`config.mk`:
```
export PLATFORM = sky130hd
export DESIGN_NAME = turn_stalk_conditioner
export DESIGN_NICKNAME = d
export VERILOG_FILES = /design/src/rtl/turn_stalk_conditioner.sv
export SDC_FILE = /design/constraint.sdc
export NUM_CORES = 1
export LEC_CHECK = 0
export BUFFER_PORTS_ARGS = -buffer_cell sky130_fd_sc_hd__clkbuf_2
export CORE_UTILIZATION = 50
export CTS_CLUSTER_SIZE = 24
export DETAILED_ROUTE_END_ITERATION = 8
export GPL_TIMING_DRIVEN = 0
export PLACE_DENSITY = 0.7
export SLEW_MARGIN = 20
export SYNTH_ARGS = -nofsm -noshare
export SYNTH_HDL_FRONTEND = slang
export SYNTH_SLANG_ARGS = --single-unit
```
`constraint.sdc`:
```
create_clock -name clk -period 1.6 [get_ports clk]
set_input_delay 0.4 -clock clk [delete_from_list [all_inputs] [get_ports clk]]
set_output_delay 0.4 -clock clk [all_outputs]
set_load 0.02 [all_outputs]
```
`src/rtl/turn_stalk_conditioner.sv`:
```
// Turn-stalk input conditioner: synchronises, debounces and arbitrates the raw
// left/right/hazard contacts into clean requests. Define HAZARD_LATCH_EN for push-button hazard.
module turn_stalk_conditioner #(
    parameter int SYNC_STAGES     = 2,
    parameter int DEBOUNCE_CYCLES = 4,
    parameter int CNT_W           = 8
) (
    input  logic clk,
    input  logic reset,
    input  logic left_raw,
    input  logic right_raw,
    input  logic hazard_raw,
    output logic left,
    output logic right,
    output logic hazard_active,
    output logic fault
);

    localparam int IDX_L = 0;
    localparam int IDX_R = 1;
    localparam int IDX_H = 2;
    localparam logic [CNT_W-1:0] CNT_LAST = CNT_W'(DEBOUNCE_CYCLES - 1);

    typedef enum logic [2:0] {
        ST_IDLE     = 3'd0,
        ST_LEFT     = 3'd1,
        ST_RIGHT    = 3'd2,
        ST_HAZARD   = 3'd3,
        ST_CONFLICT = 3'd4
    } state_t;

    logic [2:0]                        w_raw;
    logic [2:0]                        w_sync;
    logic [2:0][SYNC_STAGES-1:0]       r_sync;
    logic [2:0][CNT_W-1:0]             r_cnt;
    logic [2:0]                        r_db;
    logic                              w_hazard_req;
    state_t                            r_state;
    state_t                            w_next;

    assign w_raw = {hazard_raw, right_raw, left_raw};

    genvar g;
    generate
        for (g = 0; g < 3; g++) begin : g_sync_tap
            assign w_sync[g] = r_sync[g][SYNC_STAGES-1];
        end
    endgenerate

    // Any sample matching the debounced value restarts the count from zero.
    always_ff @(posedge clk) begin
        if (reset) begin
            r_sync <= '0;
            r_cnt  <= '0;
            r_db   <= '0;
        end else begin
            for (int i = 0; i < 3; i++) begin
                r_sync[i] <= {r_sync[i][SYNC_STAGES-2:0], w_raw[i]};
                if (w_sync[i] == r_db[i]) begin
                    r_cnt[i] <= '0;
                end else if (r_cnt[i] == CNT_LAST) begin
                    r_db[i]  <= w_sync[i];
                    r_cnt[i] <= '0;
                end else begin
                    r_cnt[i] <= r_cnt[i] + 1'b1;
                end
            end
        end
    end

`ifdef HAZARD_LATCH_EN
    logic r_hazard_mode;
    logic w_h_rise;

    // Toggle on the same edge the debounced hazard rises, so latency matches level mode.
    assign w_h_rise = !r_db[IDX_H] && w_sync[IDX_H] && (r_cnt[IDX_H] == CNT_LAST);

    always_ff @(posedge clk) begin
        if (reset) begin
            r_hazard_mode <= 1'b0;
        end else if (w_h_rise) begin
            r_hazard_mode <= ~r_hazard_mode;
        end
    end

    assign w_hazard_req = r_hazard_mode;
`else
    assign w_hazard_req = r_db[IDX_H];
`endif

    // A direct reversal passes through IDLE so the controller restarts from all-off.
    always_comb begin
        w_next = ST_IDLE;
        if (w_hazard_req) begin
            w_next = ST_HAZARD;
        end else if (r_db[IDX_L] && r_db[IDX_R]) begin
            w_next = ST_CONFLICT;
        end else if (r_db[IDX_L]) begin
            w_next = (r_state == ST_RIGHT) ? ST_IDLE : ST_LEFT;
        end else if (r_db[IDX_R]) begin
            w_next = (r_state == ST_LEFT) ? ST_IDLE : ST_RIGHT;
        end
    end

    always_ff @(posedge clk) begin
        if (reset) begin
            r_state       <= ST_IDLE;
            left          <= 1'b0;
            right         <= 1'b0;
            hazard_active <= 1'b0;
            fault         <= 1'b0;
        end else begin
            r_state       <= w_next;
            left          <= (w_next == ST_LEFT)  || (w_next == ST_HAZARD);
            right         <= (w_next == ST_RIGHT) || (w_next == ST_HAZARD);
            hazard_active <= (w_next == ST_HAZARD);
            fault         <= (w_next == ST_CONFLICT);
        end
    end

endmodule

```
==> impl_metrics.csv, run 1 <==
group,metric,value,unit
status,status,"finished with violations",
status,violations,"DRC",
sta,setup-violations-final,0,
power,p_total,1720,uW
sta,setup_ws,0.0641,ns
synth,yosysUniqueCellTypes,20,
layout,postLayoutCellArea,1780,um^2
routing,first_iter_violations,26,
clock_tree,cts_root_buf,"clkbuf_4",
clock_tree,worstSkewPairLatency,0.35,ns
sta,tightest_slew,0.458,ns
run,drv_cap,0,
synth,syn_area_per_cell,9.31,um^2
synth,synth_cells,163,
routing,post_drt_wl_per_cell,12.1,um
placed_design,pre_cts_ws,-0.195,ns
power,ir_worst_vdd,0.613,mV
power,p_leak,0.000628,uW
power,power.density,965,nW/um^2
placed_design,dp_hpwl,1.69,mm
routing,ant_nets,0,
synth,synthTopCellsByArea,"dfxtp_1, or3_1, xor2_1",
clock_tree,clockBufferDepth,2,
sta,hold_viol_final,0,
synth,yosysWarnings,0,
die,start_util,54.1,%
sta,period_needed,1.54,ns
global_routing,grt_max_degree,15,
routing,dr.pass1.iters,6,
die,std_cell_rows,19,
synth,syn_area,1520,um^2
routing,viasPerCell,5.44,
min_path,hold_class,"input port to flip-flop",
synth,ys_seq_area_share,52.8,%
synth,yosys.area.top_type_share,52.8,%
sta,max_freq,0.651,GHz
global_routing,overflow,0,
clock_tree,tritoncts,"done",
layout,antennaDiodeCount,0,
routing,drc,4,
critical_path,crit_type,"flip-flop to flip-flop",
placed_design,place.gp.congestion,0.774,
layout,nFillCells,233,
routing,wirelength,2.61,mm
synth,synth_nets,171,
global_routing,track_usage,18.3,%
die,dieHeight,57.1,um
global_routing,grt_pass1_wl,4.48,mm
critical_path,start_kind,"flip-flop",
clock_tree,cts.clk_slew.worst_paths,0.13,ns
layout,post_route_cells_drive_above_1_share,20.5,%
clock_tree,cts.sinks,40,
layout,nets,192,
layout,area_growth_syn_to_layout,17.6,%
synth,synth_seq_cells,40,
clock_tree,hold_buffers,0,
clock_tree,cts-htree-levels,2,
die,num_io_pins,9,
critical_path,crit_path_end_kind,"flip-flop",
sta,max-slew-margin-rel,69.5,%
global_routing,antenna_found_initial,0,
sta,finalClockSkew,0.0106,ns
routing,dr_total_vias,1174,
sta,fin_crit_sh,96.0,%
sta,fin_tns_setup,0,ns
clock_tree,cts_buffers,5,
die,dieArea,3260,um^2
die,core_region_area,2810,um^2
die,fp.dieW,57.1,um
global_routing,grt_pass1_vias,1077,
sta,slew_viol_final,0,
placed_design,dpl-instance-area,1600,um^2
critical_path,crit_required,1.85,ns
critical_path,critPathMaxFanout,7,
critical_path,critical_path_arrival,1.78,ns
sta,hold_ws,0.250,ns
placed_design,portBuffers,8,
synth,yosys.area.top_type,"dfxtp_1",
[layout by cell type (no fill, tap or decap)]
master / instances
nor2_1: 18
clkbuf_2: 8
or3_4: 1
or3b_2: 2
bufinv_16: 1
or4b_4: 3
xnor2_1: 4
nor4_1: 2
dfxtp_2: 4
dfxtp_4: 2
dfxtp_1: 34
nand2_1: 6
nor2b_1: 7
nand4_1: 3
and3_1: 1
o21ai_0: 12
a21oi_1: 11
ha_4: 3
clkbuf_1: 1
inv_1: 11
clkbuf_4: 5
a31oi_1: 2
xor2_1: 8
nand3_1: 10
clkinvlp_4: 1
or3_1: 14
o211ai_1: 3
buf_4: 6
a21oi_2: 1
inv_6: 1
[sequential cells by signal, summed over array words and instances (netlist names)]
| register | count |
|---|---|
| r_cnt | 24 |
| r_sync | 6 |
| r_db | 3 |
| r_state | 3 |
| fault | 1 |
| hazard_active | 1 |
| left | 1 |
| right | 1 |
[cells by family (layout without fill, tap and decap cells)]
logic type / count (synthesis) / in the layout / synth area share, %
XOR/XNOR: 12 / 12 / 6.92
flip-flops: 40 / 40 / 52.8
AO/OA/AOI/OAI: 29 / 29 / 10.2
buffers and inverters: 12 / 34 / 2.97
adder cells (fa/ha/maj): 3 / 3 / 2.47
AND/OR/NAND/NOR: 67 / 67 / 24.6
[metrics by stage]
step,utilization [%],instances
2_1_floorplan,-,163
4_1_cts,61.3,214
3_3_place_gp,56.9,202
5_1_grt,63.6,216
3_5_place_dp,56.9,202
6_report,63.6,216
[worst paths after layout]
check,startpoint,end,slack [ns],cells past startpoint
max reg2reg,r_cnt[17]$_SDFF_PP0_,r_cnt[23]$_SDFF_PP0_,0.06,5
min reg2reg,r_cnt[16]$_SDFF_PP0_,r_cnt[16]$_SDFF_PP0_,0.44,1
max,r_cnt[17]$_SDFF_PP0_,r_cnt[23]$_SDFF_PP0_,0.06,5
min,right_raw,r_sync[2]$_SDFF_PP0_,0.25,2
[timing repair]
action / 4_1_cts / 5_1_grt
pin swaps: 3 / 2
endpoints found under the hold margin: 0 / 0
gates resized for setup: 6 / 10
setup buffers: 4 / 2
endpoints found under the setup margin: 20 / 21
[worst max-delay path: stages (launching register included)]
cell      delay, ns
dfxtp_2        0.37
ha_4           0.14
or4b_4         0.47
o211ai_1       0.22
buf_4          0.19
a21oi_1        0.05
[cell usage after synthesis]
master,number
dfxtp_1,40
nor2_1,18
or3_1,15
a21oi_1,12
o21ai_0,12
inv_1,11
nand3_1,10
xor2_1,8
nor2b_1,7
nand2_1,6
xnor2_1,4
ha_1,3
nand4_1,3
o211ai_1,3
or4b_4,3
a31oi_1,2
nor4_1,2
or3b_2,2
and3_1,1
clkbuf_1,1
[per-layer routing]
layer  vias to the layer above  part of all wire [%]  track usage [%]  routed length, um
li1                        605                     -                -                  -
met1                       540                    46             20.7               1210
met2                        22                    47             29.7               1240
met3                         7                   4.0             7.26                105
met4                         0                   2.2             10.1                 58
met5                         -                     0                0                  0
[final cells by class]
| cell class | instances | area (um^2) | area share [%] |
|---|---|---|---|
| Timing Repair Buffer | 14 | 85.1 | 4.77 |
| Tap cell | 31 | 38.8 | 2.17 |
| Buffer | 1 | 3.75 | 0.210 |
| Inverter | 11 | 41.3 | 2.31 |
| Sequential cell | 40 | 813 | 45.6 |
| Clock inverter | 3 | 46.3 | 2.59 |
| Multi-Input combinational cell | 111 | 718 | 40.3 |
| Clock buffer | 5 | 37.5 | 2.10 |
[power by group]
group	internal, uW	total (uW)	switching [uW]
clock network	334	677	343
registers	1000	1010	6.01
logic	15.6	36.7	21.1
No activity file was read; power rests on OpenSTA's default activity.
==> run 2: changes to the inputs <==
--- a/config.mk
+++ b/config.mk
@@ -6,11 +6,13 @@
 export NUM_CORES = 1
 export LEC_CHECK = 0
 export BUFFER_PORTS_ARGS = -buffer_cell sky130_fd_sc_hd__clkbuf_2
+export CORE_ASPECT_RATIO = 0.75
 export CORE_UTILIZATION = 50
 export CTS_CLUSTER_SIZE = 24
 export DETAILED_ROUTE_END_ITERATION = 8
 export GPL_TIMING_DRIVEN = 0
 export PLACE_DENSITY = 0.7
+export SKIP_LAST_GASP = 1
 export SLEW_MARGIN = 20
 export SYNTH_ARGS = -nofsm -noshare
 export SYNTH_HDL_FRONTEND = slang
==> constraint.sdc (replaced) <==
create_clock -name clk -period 1.6 [get_ports clk]
set_input_delay 0.4 -clock clk [delete_from_list [all_inputs] [get_ports clk]]
set_output_delay 0.4 -clock clk [all_outputs]
set_load 0.01 [all_outputs]
==> run 2 against run 1 <==
Effect of this change: the flow now finishes without violations; critical endpoint is now r_db[1]$_SDFFE_PP0P_; combinational power down 1%; non-clock buffer count down 1; register-to-register slack worse by 0.03 ns.
==> impl_metrics.csv, run 2 (synthesis gave the netlist of run 1 again) <==
group,metric,value,unit
routing,ant_nets,0,
routing,drc,0,
power,ir_worst_vdd,0.663,mV
run,drv_cap,0,
power,pwr-share-seq,58.3,%
global_routing,track_usage,19.0,%
clock_tree,tritoncts,"done",
critical_path,crit_type,"flip-flop to flip-flop",
critical_path,critPathMaxFanout,4,
critical_path,reg2reg_slack,0.03,ns
layout,nFillCells,229,
sta,hold_viol_final,0,
power,pwr-share-clk,39.6,%
power,p_int,1370,uW
sta,max_freq,0.638,GHz
layout,regMostFlops,"r_cnt",
die,num_io_pins,9,
sta,fin_crit_sh,97.9,%
placed_design,portBuffers,8,
sta,finalClockSkew,0.00403,ns
min_path,hold_class,"input port to flip-flop",
critical_path,critical_path_arrival,1.79,ns
die,start_util,55.3,%
sta,tightest_slew,0.491,ns
layout,largest_reg_flops,24,
sta,setup_ws,0.0332,ns
sta,hold_ws,0.318,ns
global_routing,antenna_found_initial,0,
routing,dr.pass1.iters,4,
clock_tree,cts.sinks,40,
sta,setup-violations-final,0,
routing,first_iter_violations,76,
layout,area_growth_syn_to_layout,17.1,%
routing,viasPerCell,5.38,
layout,multi_input_area,707,um^2
die,fp.dieW,65.6,um
sta,slew_viol_final,0,
layout,nets,191,
layout,most-common-layout-cells,"dfxtp_1, nor2_1, or3_1",
routing,post_drt_wl_per_cell,12.2,um
power,p_switching,359,uW
die,core_region_area,2740,um^2
min_path,min_from,"right_raw",
die,dieHeight,49.7,um
placed_design,pre_cts_ws,-0.214,ns
global_routing,overflow,0,
critical_path,r2r_cells,4,
layout,seqCellArea,812,um^2
global_routing,grt_max_degree,12,
clock_tree,worstSkewPairLatency,0.29,ns
layout,reg.largest.list,"r_cnt: 24 flops, r_sync: 6 flops",
sta,period_needed,1.57,ns
critical_path,start_kind,"flip-flop",
global_routing,grt_pass1_wl,4.59,mm
critical_path,r2r_start,"r_cnt[9]$_SDFF_PP0_",
critical_path,crit_required,1.83,ns
power,swShare,20.8,%
clock_tree,cts_root_buf,"clkbuf_8",
placed_design,place.gp.congestion,0.809,
power,p_leak,0.000624,uW
die,dieArea,3260,um^2
layout,mostFrequentLayoutCell,"dfxtp_1",
clock_tree,clockBufferDepth,2,
clock_tree,hold_buffers,0,
critical_path,worstReg2RegEnd,"r_db[1]$_SDFFE_PP0P_",
sta,max-slew-margin-rel,67.2,%
min_path,hold-path-endpoint,"r_sync[2]$_SDFF_PP0_",
global_routing,grt_pass1_vias,1080,
sta,rsz0062_at_grt,"yes",
power,combPwrFrac,2.1,%
routing,dr_total_vias,1183,
clock_tree,cts.clk_slew.worst_paths,0.07,ns
power,power.density,973,nW/um^2
min_path,holdPathStages,2,
routing,wirelength,2.68,mm
placed_design,dp_hpwl,1.83,mm
clock_tree,cts_buffers,5,
die,std_cell_rows,16,
critical_path,crit_path_end_kind,"flip-flop",
layout,antennaDiodeCount,0,
clock_tree,cts-htree-levels,2,
layout,post_route_cells_drive_above_1_share,18.5,%
status,status,"completed",
run 2: cell count changes in the layout (fill, tap and decap cells not counted), sizes merged:
cell	change
bufinv	-1
clkbuf	+3
buf	-1
inv	-1
clkinvlp	-1
run 2: layout make-up:
type | instances | area share [%]
inverter | 11 | 2.32
clock buffer | 8 | 5.07
buffer | 1 | 0.211
tap | 36 | 2.54
sequential | 40 | 45.7
timing repair buffer | 13 | 4.37
multi-input combinational | 111 | 39.8
run 2: power by group through the flow:
stage	clock network (uW)	registers, uW	logic, uW
2_1_floorplan	0	1030	18.7
3_3_place_gp	0	1030	29.4
3_5_place_dp	0	1030	30.9
4_1_cts	699	1010	34.4
5_1_grt	752	1010	40.7
6_report	684	1010	36.2
run 2: worst max-delay path: stages (launching register included):
cell and delay (ns):
dfxtp_2 0.38, ha_4 0.16, or4b_4 0.47, or3_1 0.38, a21oi_2 0.12
run 2: layer usage:
| layer | up-vias | track usage (%) | part of all wire [%] |
|---|---|---|---|
| met5 | - | 0 | 0 |
| li1 | 608 | - | - |
| met2 | 14 | 30.2 | 47 |
| met3 | 6 | 8.33 | 4.2 |
| met1 | 555 | 22.8 | 47 |
| met4 | 0 | 6.52 | 1.4 |
run 2: metrics by stage:
stage               cells  utilization, %  setup TNS [ns]  power [uW]  cell area (um^2)
floorplan             163               -               0        1050              1520
global placement      207            58.4           -2.57        1060              1600
detailed placement    207            58.4           -3.31        1060              1600
CTS                   218            63.7               0        1740              1750
global route          220            64.8         -0.0422        1800              1780
finish                220            64.8               0        1730              1780
run 2: timing repair:
item | 4_1_cts | 5_1_grt
setup buffers | 3 | 2
pin swaps | 3 | 1
endpoints found under the setup margin | 21 | 14
cloned | 0 | 0
gates resized for setup | 9 | 5
run 2: worst max path at each step:
stage,slack [ns],from,end,cells past startpoint
3_3_place_gp,-0.18,r_cnt[8]$_SDFF_PP0_,r_cnt[12]$_SDFF_PP0_,4
5_1_grt,-0.03,r_cnt[17]$_SDFF_PP0_,r_db[2]$_SDFFE_PP0P_,4
3_5_place_dp,-0.21,r_cnt[0]$_SDFF_PP0_,r_cnt[2]$_SDFF_PP0_,4
6_report,0.03,r_cnt[9]$_SDFF_PP0_,r_db[1]$_SDFFE_PP0P_,4
4_1_cts,0.01,r_cnt[1]$_SDFF_PP0_,r_db[0]$_SDFFE_PP0P_,4
2_1_floorplan,0.01,r_cnt[8]$_SDFF_PP0_,r_cnt[10]$_SDFF_PP0_,4
==> run 3: changes to the inputs <==
--- a/config.mk
+++ b/config.mk
@@ -6,7 +6,7 @@
 export NUM_CORES = 1
 export LEC_CHECK = 0
 export BUFFER_PORTS_ARGS = -buffer_cell sky130_fd_sc_hd__clkbuf_2
-export CORE_ASPECT_RATIO = 0.75
+export CORE_ASPECT_RATIO = 2
 export CORE_UTILIZATION = 50
 export CTS_CLUSTER_SIZE = 24
 export DETAILED_ROUTE_END_ITERATION = 8
==> run 3 against run 2 <==
Effect of this change: worst setup slack got worse by 0.0020 ns; final cell count down 3.6%; global-route usage rose by 1.4 points; clock-buffer cell count fell by 2; fmax is 0.13% lower; hold slack lost 0.0027 ns; via count about the same; die area grew 0.33%; wire length grew 4.3%; critical path depth did not move; power down 4.4%; clock power fell by 11%; largest power group unchanged.
==> impl_metrics.csv, run 3 (synthesis gave the netlist of run 1 again) <==
group,metric,value,unit
status,status,"completed",
power,p_total,1650,uW
layout,regMostFlops,"r_cnt",
layout,nets,190,
layout,antennaDiodeCount,0,
clock_tree,clockBufferDepth,2,
critical_path,crit_type,"flip-flop to flip-flop",
global_routing,antenna_found_initial,0,
die,core_region_area,2910,um^2
global_routing,busiest_layer,"met2",
die,fp.dieW,41.0,um
clock_tree,cts_root_buf,"clkbuf_8",
placed_design,dpl-instance-area,1600,um^2
global_routing,grt_pass1_vias,1167,
global_routing,met3_usage,6.69,%
layout,most-common-layout-cells,"dfxtp_1, nor2_1, or3_1",
sta,setup-violations-final,0,
layout,post_route_cells_drive_above_1_share,17.6,%
critical_path,critPathBufInv,0,
critical_path,crit_path_end_kind,"flip-flop",
sta,max_freq,0.637,GHz
routing,drc,0,
clock_tree,worstSkewPairLatency,0.29,ns
sta,slew_viol_final,0,
critical_path,path_cells,"ha_4 -> or4b_4 -> or3_1 -> a21oi_1",
power,power.density,940,nW/um^2
global_routing,use_met1,16.0,%
routing,dr.pass1.iters,4,
critical_path,start_kind,"flip-flop",
layout,mostFrequentLayoutCell,"dfxtp_1",
die,dieArea,3270,um^2
clock_tree,tritoncts,"done",
layout,reg.largest.list,"r_cnt: 24 flops, r_sync: 6 flops",
power,p_leak,0.000616,uW
global_routing,grt.met2_usage,37.3,%
placed_design,portBuffers,8,
critical_path,slowest_delay,0.48,ns
sta,finalClockSkew,0.00723,ns
sta,fin_tns_setup,0,ns
layout,instances_no_fill,212,
layout,seqCellArea,818,um^2
global_routing,grt_max_degree,12,
power,ir_worst_vdd,0.839,mV
run,drv_cap,0,
critical_path,r2r_cells,4,
layout,postLayoutCellArea,1760,um^2
die,std_cell_rows,28,
global_routing,track_usage,20.4,%
critical_path,worst-path-stages,4,
clock_tree,cts_buffers,5,
routing,ant_nets,0,
sta,setup_ws,0.0312,ns
die,num_io_pins,9,
sta,hold_viol_final,0,
sta,period_needed,1.57,ns
layout,nFillCells,259,
layout,multi_input_area,709,um^2
layout,largest_reg_flops,24,
clock_tree,cts-htree-levels,2,
routing,wirelength,2.80,mm
placed_design,pre_cts_ws,-0.212,ns
die,dieHeight,79.9,um
min_path,hold_class,"input port to flip-flop",
routing,dr_total_vias,1184,
critical_path,critical_path.top_delay_family,"simple AND/OR/NAND/NOR gates",
sta,rsz0062_at_grt,"yes",
global_routing,grt_pass1_wl,4.49,mm
critical_path,critPathMaxFanout,5,
routing,first_iter_violations,15,
layout,area_growth_syn_to_layout,15.8,%
clock_tree,cts.clk_slew.worst_paths,0.07,ns
clock_tree,cts.sinks,40,
placed_design,place.gp.congestion,0.711,
sta,tightest_slew,0.391,ns
sta,fin_crit_sh,98.1,%
placed_design,dp_cells,201,
critical_path,slowest_stage,"or4b_4",
critical_path,crit_required,1.82,ns
min_path,holdPathStages,2,
placed_design,dp_hpwl,2.11,mm
global_routing,overflow,0,
routing,viasPerCell,5.58,
routing,post_drt_wl_per_cell,13.2,um
sta,max-slew-margin-rel,73.9,%
die,start_util,52.2,%
critical_path,critical_path_arrival,1.79,ns
-- run 3: worst paths after layout --
| kind | slack [ns] | endpoint | startpoint |
|---|---|---|---|
| worst min register to register | 0.44 | r_cnt[16]$_SDFF_PP0_ | r_cnt[16]$_SDFF_PP0_ |
| worst max-delay path | 0.03 | r_db[0]$_SDFFE_PP0P_ | r_cnt[0]$_SDFF_PP0_ |
| worst max register to register | 0.03 | r_db[0]$_SDFFE_PP0P_ | r_cnt[0]$_SDFF_PP0_ |
| worst min-delay path | 0.32 | r_sync[4]$_SDFF_PP0_ | hazard_raw |
-- run 3: where the power goes --
group	leakage (uW)	internal, uW	switching [uW]
Combinational	0.000247	15.6	19.5
Clock	0.0000410	296	317
Sequential	0.000328	999	6.07
-- run 3: layer usage --
| layer | routed length (um) | part of all wire, % | up-vias |
|---|---|---|---|
| met5 | 0 | 0 | - |
| met4 | 81 | 2.9 | 0 |
| met3 | 73 | 2.6 | 8 |
| met2 | 1650 | 59 | 20 |
| met1 | 991 | 35 | 556 |
| li1 | - | - | 600 |
-- run 3: final cells by class --
| type | instances | share of cell area, % |
|---|---|---|
| tap | 30 | 2.14 |
| clock buffer | 6 | 4.13 |
| timing repair buffer | 12 | 3.99 |
| buffer | 1 | 0.214 |
| multi-input combinational | 111 | 40.4 |
| sequential | 40 | 46.5 |
| clock inverter | 1 | 0.285 |
| inverter | 11 | 2.35 |
-- run 3: what timing repair did --
item,in CTS,in global routing
pin swaps,3,1
resized for setup,9,7
hold buffers,0,0
endpoints found under the setup margin,21,16
setup buffers,3,1
-- run 3: per-stage QoR --
| step | util [%] | hold WS [ns] |
|---|---|---|
| finish | 60.5 | 0.316 |
| global placement | 54.9 | 0.421 |
| detailed placement | 54.9 | 0.446 |
| global route | 60.5 | 0.314 |
| floorplan | - | 0.414 |
| CTS | 59.4 | 0.313 |
